--- src/rtl/seg_scan_reader_pkg.sv ---
// Shared constants for the 7-segment display path: segment encodings, BCD
// sentinel values and the scan-reader FSM state type.
package seg_scan_reader_pkg;

    // Active-high segment patterns, bits 6..0 = g..a. The display decoder
    // uses these same constants, so the drive and receive ends always agree.
    localparam logic [6:0] SEG_0     = 7'h3F;
    localparam logic [6:0] SEG_1     = 7'h06;
    localparam logic [6:0] SEG_2     = 7'h5B;
    localparam logic [6:0] SEG_3     = 7'h4F;
    localparam logic [6:0] SEG_4     = 7'h66;
    localparam logic [6:0] SEG_5     = 7'h6D;
    localparam logic [6:0] SEG_6     = 7'h7C;
    localparam logic [6:0] SEG_7     = 7'h07;
    localparam logic [6:0] SEG_8     = 7'h7F;
    localparam logic [6:0] SEG_9     = 7'h67;
    localparam logic [6:0] SEG_BLANK = 7'h00;

    // Values a digit register holds when the pattern is not a decimal digit.
    localparam logic [3:0] BCD_BLANK = 4'hF;
    localparam logic [3:0] BCD_BAD   = 4'hE;

    typedef enum logic [1:0] {
        IDLE = 2'd0,
        QUAL = 2'd1,
        HOLD = 2'd2
    } scan_state_t;

endpackage

--- src/rtl/seg_pattern_to_bcd.sv ---
// Combinational reverse decoder: 7-bit segment pattern to BCD value.
// Blank returns BCD_BLANK, anything unrecognised returns BCD_BAD.
module seg_pattern_to_bcd
    import seg_scan_reader_pkg::*;
(
    input  logic [6:0] i_pattern,
    output logic [3:0] o_bcd,
    output logic       o_legal,
    output logic       o_blank
);

    // Exact-match lookup; no alternate glyphs (e.g. tailed 6/7/9) accepted.
    always_comb begin
        o_bcd   = BCD_BAD;
        o_legal = 1'b1;
        o_blank = 1'b0;
        case (i_pattern)
            SEG_0:     o_bcd = 4'd0;
            SEG_1:     o_bcd = 4'd1;
            SEG_2:     o_bcd = 4'd2;
            SEG_3:     o_bcd = 4'd3;
            SEG_4:     o_bcd = 4'd4;
            SEG_5:     o_bcd = 4'd5;
            SEG_6:     o_bcd = 4'd6;
            SEG_7:     o_bcd = 4'd7;
            SEG_8:     o_bcd = 4'd8;
            SEG_9:     o_bcd = 4'd9;
            SEG_BLANK: begin
                o_bcd   = BCD_BLANK;
                o_legal = 1'b0;
                o_blank = 1'b1;
            end
            default:   o_legal = 1'b0;
        endcase
    end

endmodule

--- src/rtl/seg_scan_reader.sv ---
// Monitors a multiplexed 7-segment bus, qualifies stable {select, pattern}
// pairs and decodes each captured digit back to BCD, one register per digit.
module seg_scan_reader
    import seg_scan_reader_pkg::*;
#(
    parameter int N_DIGITS      = 6,
    parameter int STABLE_CYCLES = 4,
    parameter int CNT_W         = 8
) (
    input  logic                  i_clk,
    input  logic                  i_rst_n,
    input  logic [7:0]            i_seg,
    input  logic [N_DIGITS-1:0]   i_digit_sel,
    input  logic                  i_err_clr,
    output logic [4*N_DIGITS-1:0] o_bcd,
    output logic [N_DIGITS-1:0]   o_valid,
    output logic [N_DIGITS-1:0]   o_dp,
    output logic                  o_frame_done,
    output logic                  o_err_pat,
    output logic                  o_err_sel
);

    localparam int                  PAIR_W  = N_DIGITS + 8;
    localparam logic [N_DIGITS-1:0] SEL_ONE = N_DIGITS'(1);
    localparam logic [CNT_W-1:0]    CNT_ONE = CNT_W'(1);
    localparam logic [CNT_W-1:0]    CNT_TGT = CNT_W'(STABLE_CYCLES);

    logic [7:0]          r_seg;
    logic [N_DIGITS-1:0] r_sel;
    logic [PAIR_W-1:0]   pair;
    logic [PAIR_W-1:0]   cmp_q, cmp_d;
    logic [CNT_W-1:0]    cnt_q, cnt_d, cnt_inc;
    scan_state_t         state_q, state_d;
    logic                sel_onehot, sel_multi;
    logic                capture, sel_err, pat_err;
    logic [3:0]          dec_bcd;
    logic                dec_legal, dec_blank;
    logic [N_DIGITS-1:0] mask_q, mask_upd;

    seg_pattern_to_bcd u_dec (
        .i_pattern (r_seg[6:0]),
        .o_bcd     (dec_bcd),
        .o_legal   (dec_legal),
        .o_blank   (dec_blank)
    );

    // Single input register; every decision below looks only at r_seg/r_sel.
    always_ff @(posedge i_clk or negedge i_rst_n) begin
        if (!i_rst_n) begin
            r_seg <= '0;
            r_sel <= '0;
        end else begin
            r_seg <= i_seg;
            r_sel <= i_digit_sel;
        end
    end

    // Classify the registered select and derive helper terms.
    always_comb begin
        pair       = {r_sel, r_seg};
        sel_onehot = (r_sel != '0) && ((r_sel & (r_sel - SEL_ONE)) == '0);
        sel_multi  = (r_sel != '0) && !sel_onehot;
        cnt_inc    = cnt_q + CNT_ONE;
        mask_upd   = mask_q | r_sel;
        pat_err    = capture && !dec_legal && !dec_blank;
    end

    // Next-state logic: a changed pair always goes through the same entry
    // rules (one-hot loads and qualifies, zero idles, multi-hot flags).
    always_comb begin
        state_d = state_q;
        cmp_d   = cmp_q;
        cnt_d   = cnt_q;
        capture = 1'b0;
        sel_err = 1'b0;
        case (state_q)
            IDLE: begin
                if (sel_onehot) begin
                    cmp_d   = pair;
                    cnt_d   = CNT_ONE;
                    state_d = QUAL;
                end else begin
                    sel_err = sel_multi;
                end
            end
            QUAL, HOLD: begin
                if (pair == cmp_q) begin
                    if (state_q == QUAL) begin
                        cnt_d = cnt_inc;
                        if (cnt_inc == CNT_TGT) begin
                            capture = 1'b1;
                            state_d = HOLD;
                        end
                    end
                end else if (sel_onehot) begin
                    cmp_d   = pair;
                    cnt_d   = CNT_ONE;
                    state_d = QUAL;
                end else begin
                    cnt_d   = '0;
                    state_d = IDLE;
                    sel_err = sel_multi;
                end
            end
            default: begin
                cnt_d   = '0;
                state_d = IDLE;
            end
        endcase
    end

    // FSM state, compare register and stability counter.
    always_ff @(posedge i_clk or negedge i_rst_n) begin
        if (!i_rst_n) begin
            state_q <= IDLE;
            cmp_q   <= '0;
            cnt_q   <= '0;
        end else begin
            state_q <= state_d;
            cmp_q   <= cmp_d;
            cnt_q   <= cnt_d;
        end
    end

    // Per-digit capture registers plus frame mask and completion pulse.
    always_ff @(posedge i_clk or negedge i_rst_n) begin
        if (!i_rst_n) begin
            o_bcd        <= {N_DIGITS{BCD_BLANK}};
            o_valid      <= '0;
            o_dp         <= '0;
            mask_q       <= '0;
            o_frame_done <= 1'b0;
        end else begin
            o_frame_done <= 1'b0;
            if (capture) begin
                for (int unsigned k = 0; k < N_DIGITS; k++) begin
                    if (r_sel[k]) begin
                        o_bcd[4*k +: 4] <= dec_bcd;
                        o_valid[k]      <= dec_legal;
                        o_dp[k]         <= r_seg[7];
                    end
                end
                if (mask_upd == '1) begin
                    mask_q       <= '0;
                    o_frame_done <= 1'b1;
                end else begin
                    mask_q <= mask_upd;
                end
            end
        end
    end

    // Sticky error flags; a new error in the clearing cycle keeps the flag set.
    always_ff @(posedge i_clk or negedge i_rst_n) begin
        if (!i_rst_n) begin
            o_err_pat <= 1'b0;
            o_err_sel <= 1'b0;
        end else begin
            if (pat_err)
                o_err_pat <= 1'b1;
            else if (i_err_clr)
                o_err_pat <= 1'b0;
            if (sel_err)
                o_err_sel <= 1'b1;
            else if (i_err_clr)
                o_err_sel <= 1'b0;
        end
    end

endmodule

--- config.mk ---
export PLATFORM = sky130hd
export DESIGN_NAME = seg_scan_reader
export DESIGN_NICKNAME = d
export VERILOG_FILES = /design/src/rtl/seg_scan_reader_pkg.sv /design/src/rtl/seg_pattern_to_bcd.sv /design/src/rtl/seg_scan_reader.sv
export SDC_FILE = /design/constraint.sdc
export NUM_CORES = 1
export LEC_CHECK = 0
export BUFFER_PORTS_ARGS = -buffer_cell sky130_fd_sc_hd__buf_2
export CAP_MARGIN = 20
export CORE_UTILIZATION = 37
export CTS_CLUSTER_DIAMETER = 30
export CTS_CLUSTER_SIZE = 10
export DETAILED_ROUTE_END_ITERATION = 12
export SKIP_CTS_REPAIR_TIMING = 1
export SLEW_MARGIN = 20
export SYNTH_ARGS = -nofsm -noshare
export SYNTH_HDL_FRONTEND = slang
export SYNTH_HIERARCHICAL = 1
export SYNTH_SLANG_ARGS = --single-unit
--- constraint.sdc ---
create_clock -name i_clk -period 2.7 [get_ports i_clk]
set_clock_uncertainty 0.2 [all_clocks]
set_input_delay 0.27 -clock i_clk [delete_from_list [all_inputs] [get_ports i_clk]]
set_output_delay 0.27 -clock i_clk [all_outputs]
set_load 0.03 [all_outputs]
# Yosys cells after proc, flatten, opt, wreduce, memory -nomap -nowiden
# Cells that the tools add are included.
[totals]
latch_bits = 0
in_bits = 17
romBits = 0
ff_bits = 83
out_inout_bits = 39
mem_bits_rw = 0
word_cells = 105
mem_count = 0
[classes]
div_mod_pow = 0
shift = 0
magnitude_cmp = 0
n_mux = 30
n_bitwise = 2
n_reduce_logical = 25
addsub = 2
n_eq_ne = 19
n_mul = 0
[ops]
columns = ["operator", "count"]
rows = [
  ["7-bit equality test (second input constant)", 7],
  ["4-bit case mux with 11 select lines", 1],
  ["14-bit two-way mux", 2],
  ["14-bit case mux with 2 select lines", 1],
  ["8-bit two-way mux", 3],
  ["8-bit case mux with 2 select lines", 1],
  ["2-bit AND reduction", 8],
  ["1-bit two-way mux", 15],
  ["14-bit equality test", 1],
  ["7-bit by 3-bit equality test with 1-bit output (second input constant)", 2],
  ["10-bit OR reduction", 1],
  ["8-bit by 1-bit adder with 8-bit output (second input constant)", 1],
  ["8-bit by 3-bit equality test with 1-bit output (second input constant)", 1],
  ["2-bit two-way mux", 4],
  ["7-bit by 6-bit equality test with 1-bit output (second input constant)", 1],
  ["7-bit zero test", 1],
  ["6-bit AND", 1],
  ["6-bit equality test (second input constant)", 1],
  ["6-bit zero test", 1],
  ["6-bit two-way mux", 1],
  ["3-bit inequality test (second input constant)", 2],
  ["6-bit bitwise OR", 1],
  ["2-bit nonzero test", 3],
  ["6-bit nonzero test", 1],
  ["11 further kinds", 17],
]

# Depth between registers and ports, before layout
[logic_depth]
word_depth = 10
mapped_depth = 10
depth_no_buf = 8

# Hierarchy
# Netlist, hierarchy kept.
[modules_own_cells]
columns = ["mod", "area_per_inst_um2", "n_inst", "cells_each"]
rows = [
  ["seg_scan_reader", 3679.8, 1, 295],
  ["seg_pattern_to_bcd", 316.6, 1, 47],
]

# Worst setup path before layout
# Ideal clock, no wire load.
[synth_path]
kind = "register to register"
startpoint = "register r_sel[1]"
endpoint = "register cmp_q[0]"
setup_slack_ps = 148
setup_time_ps = 125
n_path_buf = 2
required_time_ps = 2375
stages_incl_launch_ff = 9
arrival_time_ps = 2227
cell_sequence = "dfrtp_1 -> clkbuf_1 -> xor2_1 -> nor4_1 -> and4bb_2 -> a21oi_1 -> o21ai_1 -> buf_2 -> mux2_2"
[synth_between]
elab_chain_cells = 7
[synth_lines]
columns = ["item", "line_no", "rtl"]
rows = [
  ["from (decl)", "seg_scan_reader.sv:29", "logic [N_DIGITS-1:0] r_sel;"],
  ["from (signal assigned)", "seg_scan_reader.sv:54", "r_sel <= i_digit_sel;"],
  ["6-bit by 1-bit subtractor with 6-bit output", "seg_scan_reader.sv:61", "sel_onehot = (r_sel != '0) && ((r_sel & (r_sel - SEL_ONE)) == '0);"],
  ["6-bit AND", "seg_scan_reader.sv:61", ""],
  ["6-bit zero test", "seg_scan_reader.sv:61", ""],
  ["1-bit logical AND", "seg_scan_reader.sv:61", ""],
  ["14-bit two-way mux (2 in a row)", "--", ""],
  ["14-bit case mux with 2 select lines", "--", ""],
  ["to (signal assigned)", "seg_scan_reader.sv:120", "cmp_q <= cmp_d;"],
  ["to (decl)", "seg_scan_reader.sv:31", "logic [PAIR_W-1:0] cmp_q, cmp_d;"],
]
# Parallel ways exist; a longest one is shown, timed or not. The select of a mux whose other input is x is not followed.
# A chain may end at the register's enable or synchronous reset.

# Worst setup path in the final report
[layout_path]
startpoint = "register cnt_q[5]"
endpoint = "register o_dp[5]"
[layout_between]
elab_chain_cells = 7
[layout_lines]
columns = ["item", "line_no", "rtl"]
rows = [
  ["from (decl)", "seg_scan_reader.sv:32", "logic [CNT_W-1:0] cnt_q, cnt_d, cnt_inc;"],
  ["from (signal assigned)", "seg_scan_reader.sv:121", "cnt_q <= cnt_d;"],
  ["8-bit by 1-bit adder with 8-bit output", "seg_scan_reader.sv:63", "cnt_inc = cnt_q + CNT_ONE;"],
  ["8-bit by 3-bit equality test with 1-bit output", "seg_scan_reader.sv:90", "if (cnt_inc == CNT_TGT) begin"],
  ["1-bit two-way mux", "seg_scan_reader.sv:90", ""],
  ["1-bit two-way mux", "seg_scan_reader.sv:88", "if (state_q == QUAL) begin"],
  ["1-bit two-way mux", "seg_scan_reader.sv:87", "if (pair == cmp_q) begin"],
  ["1-bit two-way mux", "seg_scan_reader.sv:76", "case (state_q)"],
  ["2-bit AND reduction (no source line)", "--", ""],
  ["to (signal, indexed assignment)", "seg_scan_reader.sv:140", "o_dp[k] <= r_seg[7];"],
  ["to (decl)", "seg_scan_reader.sv:17", "output logic [N_DIGITS-1:0] o_dp,"],
]
# Every way passes these cells.

==> impl.org <==
** Floorplanning
- Measured along the x axis, the die boundary spans 106 microns.
- Overall die height :: 106 microns
- After floorplanning, the core was divided into 37 placement rows.
- Starting Density :: 38.4%
- 56 I/O pins were placed.
- Full die area :: 0.0112 sq mm
- Std-Cell Core Area :: 0.0104 sq mm

** Synth
- Synthesis instantiated 56 different standard cells from the library.
- Sequential cells were found to cover 52.7% of the synthesized design area.
- The synthesized design contains 0 enable-type register cells.
- Cell type with the highest aggregate area in the netlist :: sky130_fd_sc_hd__dfrtp_1
- The synthesized design contains 83 register bits.
- Top_reg_cell synth :: sky130_fd_sc_hd__dfrtp_1
- Ranking of synthesized cells by instance count :: sky130_fd_sc_hd__dfrtp_1, sky130_fd_sc_hd__mux2_2, sky130_fd_sc_hd__dfstp_2, sky130_fd_sc_hd__nand2_1, sky130_fd_sc_hd__nor2_1
- A synthesized cell averages 11.7 sq um.
- Largest cells by area after synthesis :: sky130_fd_sc_hd__dfrtp_1, sky130_fd_sc_hd__dfstp_2, sky130_fd_sc_hd__mux2_2
- Total nets after synthesis :: 364
- The share of synthesized area in the top cell type comes to 36.9%.
- The mapped netlist covers 0.00400 sq mm.
- Number of standard cells after synthesis :: 342
- Most common cell in the netlist :: sky130_fd_sc_hd__dfrtp_1
- For this run, the number of Yosys warnings is 6.
- After synthesis, the share of flip-flops with an asynchronous set or reset is 100%.

** Timing
- Max Clk Rate :: 376 MHz
- Fin crit share :: 98.6%
- Final worst path period need :: 2.66 ns
- For the pin with the worst max-slew slack, the measured transition is 0.618 ns.
- Setup violation total in the final timing report :: 0
- Setup repair after global routing could not meet its margin everywhere.
- Worst hold slack :: 0.181 ns
- Total negative setup slack :: 0 ns
- The number of slew-limit violations in the final report came to 0.
- In this run the tightest slew margin relative to its limit is 58.6%.
- The count of endpoints failing hold in the final timing report came to 0.

** Critical path
- The signal on the critical path passes through or4_1, o41a_1, nor4_4, buf_4, nand2_1, mux2_2.
- Data arrival at the endpoint of the critical path :: 2.71 ns
- Along the worst path, the maximum fanout reaches 13.
- On the worst path, the slowest cell contributes a delay of 0.57 ns.
- Required time at the worst-slack endpoint :: 2.75 ns
- The worst setup path is captured at a register.
- Worst-case reg-to-reg path depth :: 6
- The critical path is of the register to register type.
- For this design, the slowest cell found on the critical path is sky130_fd_sc_hd__or4_1.
- STA classifies the critical path startpoint as a register.

** Worst hold path
- The min-delay analysis places its worst path in the category input port to asynchronous set/reset pin.

** Global routing
- First-pass GRT wire length :: 14.6 mm
- In the global route stage, overall resource usage came out at 16.7%.
- Via count of the first global-routing pass :: 2830
- For this run the aggregate overflow at the end of global routing stands at 0.
- Initial antenna violation count :: 0
- Largest net degree at the start of global routing :: 55

** Placement
- Once detailed placement completed, the half-perimeter wirelength came to 6.35 mm.
- During placement, the flow inserted port buffers numbering 55.
- Final RePlAce weighted congestion :: 0.831

** Cells and area
- Count of inserted antenna diode cells :: 0
- Across the whole layout, storage elements account for 0.00211 sq mm.
- Post-route core utilization :: 47.1%
- Post-synthesis to final-layout area growth :: 22.7%
- The filler cells instantiated in the layout total 987.
- Share of layout cells above drive strength 1 :: 41.8%
- The multi-input combinational cells in the finished layout cover a total of 0.00173 sq mm.
- Total number of nets in the final design :: 455

** Clock network
- The clock reaches the later pin of the worst-skew pair after 0.36 ns.
- In this run the deepest clock path goes through 2 buffers.
- Clock tree synthesis inserted a total of 9 buffers.
- CTS saw 83 sinks.
- H-tree lvl count :: 3
- TritonCTS built the clock tree.
- Clock-pin slew was measured on the worst setup and hold paths at 0.10 ns.
- Clock root buffer master :: sky130_fd_sc_hd__clkbuf_8

** Route
- Total iterations of the first detailed-routing run :: 4
- After detailed routing, the total wire length is 8.99 mm.
- Once detail routing completed, the nets flagged for antenna violations numbered 0.
- Dividing the detail-routed via count by the number of cells gives 5.14.
- The first routing iteration left 137 violations.
- Detailed routing inserted a total of 2951 vias.
- Detail-routed net length per standard cell :: 15.7 microns
- Post-route DRC :: 0

** Pwr
- Summed over all cells, the static leakage comes to 2.31 nW.
- Highest ir drop seen on vdd :: 0.000278 V
- In this run the power density over the cells is 623 mW/mm^2.

** Run status
- The flow ran to the end, and the final reports show no timing, DRC or antenna violations.

** Flow run
- Max-cap violations in this run came to 0.
-- where the power goes --
part           total [W]  internal, W  switching, W
registers        0.00149      0.00138      0.000110
logic           0.000669     0.000329      0.000339
clock network   0.000897     0.000370      0.000527
total            0.00306      0.00208      0.000976
-- cell families (layout without fill, tap and decap cells) --
| family | after synthesis | in the layout | share of synthesized area (%) |
|---|---|---|---|
| compound gates | 62 | 62 | 10.1 |
| xor+xnor | 18 | 18 | 3.95 |
| fa+ha+maj | 6 | 6 | 1.82 |
| buf+inv | 29 | 125 | 3.94 |
| flops | 83 | 83 | 52.7 |
| mux | 53 | 53 | 14.9 |
| simple gates | 91 | 91 | 12.6 |
-- critical path: cells and delay by family, from the launching register on --
family / cells / cell delay [ns]
AND/OR/NAND/NOR: 3 / 0.93
multiplexers: 1 / 0.32
AO/OA/AOI/OAI: 1 / 0.46
buffers and inverters: 1 / 0.24
flip-flops: 1 / 0.39
-- layout make-up --
cell class,count,area share [%]
Sequential cell,83,43.0
Tap cell,136,3.47
Timing Repair Buffer,98,13.3
Clock inverter,7,1.56
Clock buffer,9,2.53
Inverter,11,0.842
Multi-Input combinational cell,230,35.3
-- placed cells by master, fill, tap and decap left out, types with 4 or more instances in the layout --
master	netlist	routed
sky130_fd_sc_hd__dfrtp_1	59	59
sky130_fd_sc_hd__buf_2	1	54
sky130_fd_sc_hd__mux2_2	51	51
sky130_fd_sc_hd__buf_4	3	27
sky130_fd_sc_hd__dfstp_2	24	24
sky130_fd_sc_hd__nand2_1	22	22
sky130_fd_sc_hd__nor2_1	16	16
sky130_fd_sc_hd__dlygate4sd3_1	0	16
sky130_fd_sc_hd__a21oi_1	15	15
sky130_fd_sc_hd__o21ai_0	12	12
sky130_fd_sc_hd__inv_1	11	11
sky130_fd_sc_hd__xnor2_1	9	9
sky130_fd_sc_hd__xor2_1	9	9
sky130_fd_sc_hd__o22ai_1	9	9
sky130_fd_sc_hd__clkbuf_8	1	9
sky130_fd_sc_hd__nor2b_1	7	7
sky130_fd_sc_hd__nor3_1	7	7
sky130_fd_sc_hd__and3_1	7	7
sky130_fd_sc_hd__nand3_1	7	7
sky130_fd_sc_hd__nand4_1	5	5
sky130_fd_sc_hd__ha_1	5	5
sky130_fd_sc_hd__a31oi_1	4	4
-- per-layer routing --
layer | vias to the layer above | track usage (%) | routed length, microns
met5 | - | 0 | 0
met4 | 0 | 5.26 | 112
met3 | 11 | 4.66 | 456
met2 | 81 | 25.5 | 4140
met1 | 1458 | 23.1 | 4290
li1 | 1401 | - | -
-- final timing paths --
check / from / endpoint / slack (ns)
setup / recovery: cnt_q[5] / o_dp[5] / 0.04
hold / removal: i_rst_n / cnt_q[4] / 0.18
setup reg to reg: cnt_q[5] / o_dp[5] / 0.04
min in group i_clk: o_valid[2] / o_valid[2] / 0.32
max in group asynchronous: i_rst_n / o_bcd[1] / 1.45
hold reg to reg: o_valid[2] / o_valid[2] / 0.32
-- registers in the layout, summed over array words and instances, names as in the netlist --
signal and flops:
o_frame_done 1, cmp_q 14, r_seg 8, cnt_q 8
state_q 2, o_valid 6, o_bcd 24, r_sel 6
mask_q 6, o_dp 6, o_err_sel 1, o_err_pat 1
-- per-stage QoR --
step	setup WS (ns)	std cells	instance area, sq um	power, W
after floorplan	0.148	342	4000	0.00194
after global placement	0.0920	542	4540	0.00215
after detailed placement	0.0576	542	4540	0.00217
after CTS	0.0340	558	4740	0.00307
after global routing	-0.0922	574	4900	0.00322
final	0.0390	574	4900	0.00306
Power figures use the tool's default switching activity.
